## config.mk

```make
export PLATFORM = sky130hd
export DESIGN_NAME = fetch_unit
export DESIGN_NICKNAME = d
export VERILOG_FILES = /design/src/rtl/fetch_unit.sv
export SDC_FILE = /design/constraint.sdc
export NUM_CORES = 1
export LEC_CHECK = 0
export BUFFER_PORTS_ARGS = -buffer_cell sky130_fd_sc_hd__buf_2
export CORE_UTILIZATION = 60
export CTS_CLUSTER_SIZE = 16
export DETAILED_ROUTE_END_ITERATION = 10
export PLACE_DENSITY = 0.9
export REMOVE_ABC_BUFFERS = 1
export SLEW_MARGIN = 20
export SYNTH_ARGS = -nofsm -noshare
export SYNTH_HDL_FRONTEND = slang
export SYNTH_SLANG_ARGS = --single-unit
```

## constraint.sdc

```tcl
create_clock -name clk -period 4.8 [get_ports clk]
set_input_delay 0.96 -clock clk [delete_from_list [all_inputs] [get_ports clk]]
set_output_delay 0.96 -clock clk [all_outputs]
set_load 0.05 [all_outputs]
```

## src/rtl/fetch_unit.sv

```systemverilog
// Instruction fetch stage: program counter, paired imem reads and a BUF_DEPTH-entry fetch buffer
// with branch-redirect flush. Define FETCH_PERF_CNT_EN to add the redirect_cnt/stall_cnt outputs.
module fetch_unit #(
  parameter int BUF_DEPTH = 4
) (
  input  logic        clk,
  input  logic        reset,
  input  logic        redirect_valid,
  input  logic [7:0]  redirect_pc,
  input  logic        halt,
  output logic        imem_rd,
  output logic [6:0]  imem_addr,
  input  logic [0:63] imem_data,
  output logic        out_valid,
  input  logic        dec_ready,
  output logic [7:0]  out_pc,
  output logic [31:0] out_instr0,
  output logic [31:0] out_instr1,
  output logic        out_v0,
  output logic        out_v1
`ifdef FETCH_PERF_CNT_EN
  ,
  output logic [15:0] redirect_cnt,
  output logic [15:0] stall_cnt
`endif
);

  localparam int PTR_W = $clog2(BUF_DEPTH);
  localparam int CNT_W = PTR_W + 1;
  localparam logic [CNT_W:0] DEPTH_C = (CNT_W + 1)'(BUF_DEPTH);

  typedef enum logic [1:0] {FETCH, FULL, HALTED} state_e;

  typedef struct packed {
    logic [7:0]  pc;
    logic [31:0] instr0;
    logic [31:0] instr1;
    logic        v0;
    logic        v1;
  } entry_t;

  state_e           state_q, state_d;
  logic [7:0]       pc_q, pc_d;
  logic [CNT_W-1:0] count_q, count_d;
  logic [PTR_W-1:0] wr_ptr_q, wr_ptr_d;
  logic [PTR_W-1:0] rd_ptr_q, rd_ptr_d;
  logic             pend_q, pend_d;
  logic [7:0]       pend_pc_q, pend_pc_d;
  logic             pend_v0_q, pend_v0_d;
  entry_t           buf_q [BUF_DEPTH];
  entry_t           buf_d [BUF_DEPTH];
  entry_t           head;

  logic             empty, space, issue, push, pop;
  logic [CNT_W:0]   occ_now, occ_next;

  always_comb begin
    empty   = (count_q == '0);
    // A same-cycle pop is deliberately not credited, so an issued read always has a free slot.
    occ_now = {1'b0, count_q} + {{CNT_W{1'b0}}, pend_q};
    space   = (occ_now < DEPTH_C);
    issue   = (state_q == FETCH) && space && !redirect_valid;
    push    = pend_q && !redirect_valid;
    pop     = !empty && !redirect_valid && dec_ready;
  end

  always_comb begin
    // NOTE: every variable gets a default first so no path through this block infers a latch.
    pc_d      = pc_q;
    count_d   = count_q;
    wr_ptr_d  = wr_ptr_q;
    rd_ptr_d  = rd_ptr_q;
    pend_d    = issue;
    pend_pc_d = pend_pc_q;
    pend_v0_d = pend_v0_q;
    buf_d     = buf_q;
    state_d   = state_q;

    if (issue) begin
      pc_d      = {pc_q[7:1], 1'b0} + 8'd2;
      pend_pc_d = {pc_q[7:1], 1'b0};
      pend_v0_d = ~pc_q[0];
    end

    if (push) begin
      buf_d[wr_ptr_q] = '{pc: pend_pc_q, instr0: imem_data[0:31], instr1: imem_data[32:63],
                          v0: pend_v0_q, v1: 1'b1};
      wr_ptr_d = wr_ptr_q + PTR_W'(1);
    end
    if (pop) rd_ptr_d = rd_ptr_q + PTR_W'(1);

    case ({push, pop})
      2'b10:   count_d = count_q + CNT_W'(1);
      2'b01:   count_d = count_q - CNT_W'(1);
      default: count_d = count_q;
    endcase

    if (redirect_valid) begin
      pc_d     = redirect_pc;
      count_d  = '0;
      wr_ptr_d = '0;
      rd_ptr_d = '0;
      pend_d   = 1'b0;
    end

    occ_next = {1'b0, count_d} + {{CNT_W{1'b0}}, pend_d};
    if (redirect_valid) begin
      state_d = FETCH;
    end else if (state_q != HALTED) begin
      if (halt)                       state_d = HALTED;
      else if (occ_next >= DEPTH_C)   state_d = FULL;
      else                            state_d = FETCH;
    end
  end

  always_ff @(posedge clk or negedge reset) begin
    if (!reset) begin
      state_q   <= FETCH;
      pc_q      <= '0;
      count_q   <= '0;
      wr_ptr_q  <= '0;
      rd_ptr_q  <= '0;
      pend_q    <= 1'b0;
      pend_pc_q <= '0;
      pend_v0_q <= 1'b0;
      // NOTE: the buffer array is reset because the head drives out_* directly and must read 0 in reset.
      for (int i = 0; i < BUF_DEPTH; i++) buf_q[i] <= '0;
    end else begin
      // NOTE: non-blocking assignments keep every flop sampling pre-edge values.
      state_q   <= state_d;
      pc_q      <= pc_d;
      count_q   <= count_d;
      wr_ptr_q  <= wr_ptr_d;
      rd_ptr_q  <= rd_ptr_d;
      pend_q    <= pend_d;
      pend_pc_q <= pend_pc_d;
      pend_v0_q <= pend_v0_d;
      buf_q     <= buf_d;
    end
  end

  always_comb begin
    head       = buf_q[rd_ptr_q];
    // The read strobe is held low while reset is asserted even though the state reads FETCH.
    imem_rd    = issue && reset;
    imem_addr  = pc_q[7:1];
    out_valid  = !empty && !redirect_valid;
    out_pc     = head.pc;
    out_instr0 = head.instr0;
    out_instr1 = head.instr1;
    out_v0     = head.v0;
    out_v1     = head.v1;
  end

`ifdef FETCH_PERF_CNT_EN
  logic [15:0] redirect_cnt_q, redirect_cnt_d;
  logic [15:0] stall_cnt_q, stall_cnt_d;

  always_comb begin
    redirect_cnt_d = redirect_cnt_q;
    stall_cnt_d    = stall_cnt_q;
    if (redirect_valid && (redirect_cnt_q != 16'hFFFF)) redirect_cnt_d = redirect_cnt_q + 16'd1;
    if (out_valid && !dec_ready && (stall_cnt_q != 16'hFFFF)) stall_cnt_d = stall_cnt_q + 16'd1;
  end

  always_ff @(posedge clk or negedge reset) begin
    if (!reset) begin
      redirect_cnt_q <= '0;
      stall_cnt_q    <= '0;
    end else begin
      redirect_cnt_q <= redirect_cnt_d;
      stall_cnt_q    <= stall_cnt_d;
    end
  end

  assign redirect_cnt = redirect_cnt_q;
  assign stall_cnt    = stall_cnt_q;
`endif

endmodule

```

==> out/results.tsv <==
metric	value	unit
drt_iter0_markers	468	
final-setup-viol-count	0	
ir_worst_vdd	355.2	uV
internal-power	6623	uW
met2_usage	40.17	%
final_nets	1069	
hp-class	in2async	
clock_sinks	318	
first_global_vias	8702	
fin_tns_setup	0	ps
max-cap-violations	0	
synth_edf_count	0	
num-fill-cells	1541	
clockRootBuffer	clkbuf_16	
async_reset_ff_share	100.0	%
dieArea	25230	um^2
io-pin-count	160	
powerDensity	573.9	nW/um^2
skew	14.67	ps
dp_hpwl	18000	um
firstDrtPassIters	4	
die_x	158.8	um
max_slew_margin	25.48	%
p_leak	0.008409	uW
cts_tree	yes	
synth_top_area_share	53.93	%
yosysUniqueCellTypes	40	
startpoint_type	flip-flop	
syn_inst	837	
grt_max_degree	81	
yosysWarnings	0	
syn-cell-area	14760	um^2
fin_crit	3567	ps
grt_use_met1	35.03	%
cp.arrival	2610	ps
grt_pass1_wl	49560	um
rsz0062_at_grt	no	
gr-total-overflow	0	
groute.layer.met3.usage	5.068	%
core	24250	um^2
drc	0	
worst_slew_pin_slew	1118	ps
netSwitchingFraction	31.76	%
postRouteWirelength	29920	um
synthTopCellsByArea	dfrtp_1, mux2_4, mux4_2	
final_util	69.73	%
mostFrequentLayoutCells	dfrtp_1, mux2_4, buf_2, mux4_2, mux2_2	
antenna_found_initial	3	
min_period_over_period	74.32	%
critPathKind	reg2out	
ant_nets	0	
top_usage_layer	met2	
r2r_slack	2280	ps
synth_top_cell_by_area	dfrtp_1	
syn_area_per_cell	17.63	um^2
gp_congestion	0.7678	
port_buffers	158	
slew_violations	0	
cts.clk_slew.worst_paths	60	ps
cp.required	3840	ps
ys_seq_area_share	53.93	%
hold_buffers	0	
final_common_cell	dfrtp_1	
pwr-share-comb	29.9	%
post_cts_resized	0	
cts_made_buffers	34	
cp_max_fo	24	
start_util	60.86	%
hold_viol_final	0	
p_clk_share	29.7	%
max_freq	280.3	MHz
vias	7708	
cts_max_level	2	
post_cts_buffers	0	
die_h	158.8	um
p_seq_share	40.4	%
clock_latency	510	ps
cts_buffer_depth	3	
area_delta_synth_final	14.58	%
worstSetupEndpointType	output port	
drive_gt1_share	57.33	%
p_sw	3082	uW
wl_per_cell	22.41	um
synth_ff_type	dfrtp_1	
rows	57	
grt_usage	25.07	%
viasPerCell	5.774	
ys_ff_latch	318	
status	finished, final reports clean	
==> registers in the layout (all words and copies together), names as in the netlist <==
name and cells:
buf_q 292, count_q 3, pc_q 8, pend_pc_q 7, pend_q 1, pend_v0_q 1
rd_ptr_q 2, state_q 2, wr_ptr_q 2
==> routing by layer <==
| layer | vias up | routed length (um) |
|---|---|---|
| li1 | 3371 | - |
| met1 | 4088 | 12750 |
| met2 | 192 | 14960 |
| met3 | 55 | 1533 |
| met4 | 2 | 656 |
| met5 | - | 18 |
==> cell type report <==
cell class              count  area (um^2)  area share, %
diodes                      1        2.502        0.01480
clock buffers              49         1061          6.275
clock inverters            12        197.7          1.169
inverters                   6        22.52         0.1332
multi-input cells         455         6331          37.44
flip-flops and latches    318         7965          47.11
well taps                 324        405.4          2.398
repair buffers            170        923.4          5.461
==> worst max-delay path, stage by stage (launching register included) <==
cell	delay [ps]
dfrtp_4	760
buf_4	470
mux4_2	610
buf_2	240
==> cell usage after synthesis (all sizes together) (4+ instances only) <==
library cell,n
buf,55
dfrtp,318
ha,6
inv,6
mux2,293
mux2i,4
mux4,73
nand2,20
nand2b,5
nand3,6
nor2,11
o21ai,8
xnor2,6
xor2,4
==> power by group through the flow <==
stage	Clock (uW)	Sequential, uW	Combinational [uW]
after floorplan	0	3810	2360
after global placement	0	3880	2830
after detailed placement	0	3930	2910
after CTS	2920	3920	2930
after global routing	3030	4000	3070
final	2880	3920	2900
==> worst paths after layout <==
kind                        startpoint              to  depth (start not counted)
max in group asynchronous        reset     rd_ptr_q[1]                          2
min in group clk            buf_q[222]      buf_q[222]                          1
hold / removal                   reset      buf_q[180]                          1
setup reg to reg           wr_ptr_q[0]       buf_q[90]                          5
hold reg to reg             buf_q[222]      buf_q[222]                          1
setup / recovery           rd_ptr_q[0]  out_instr0[21]                          3
==> metrics by stage <==
stage	setup WS (ps)	hold WS (ps)	instances	total power, uW	instance area (um^2)
after global placement	1533	444.1	1272	6710	15610
after floorplan	92.98	426.2	779	6167	14270
final	1233	384.6	1335	9705	16910
after detailed placement	1496	456.6	1272	6837	15610
after global routing	1104	453.2	1334	10110	16910
after CTS	1160	426.8	1333	9771	16870
==> kinds of logic after synthesis <==
logic type | share of synthesized area, %
DFF | 53.93
xor gates and xnor gates | 0.5935
buffers and inverters | 3.434
other | 0.02541
AOI/OAI and AO/OA | 0.5427
adders and majority gates | 0.6444
and+or+nand+nor | 1.976
muxes | 38.86
Note: power is estimated with default switching activity, not from simulation.
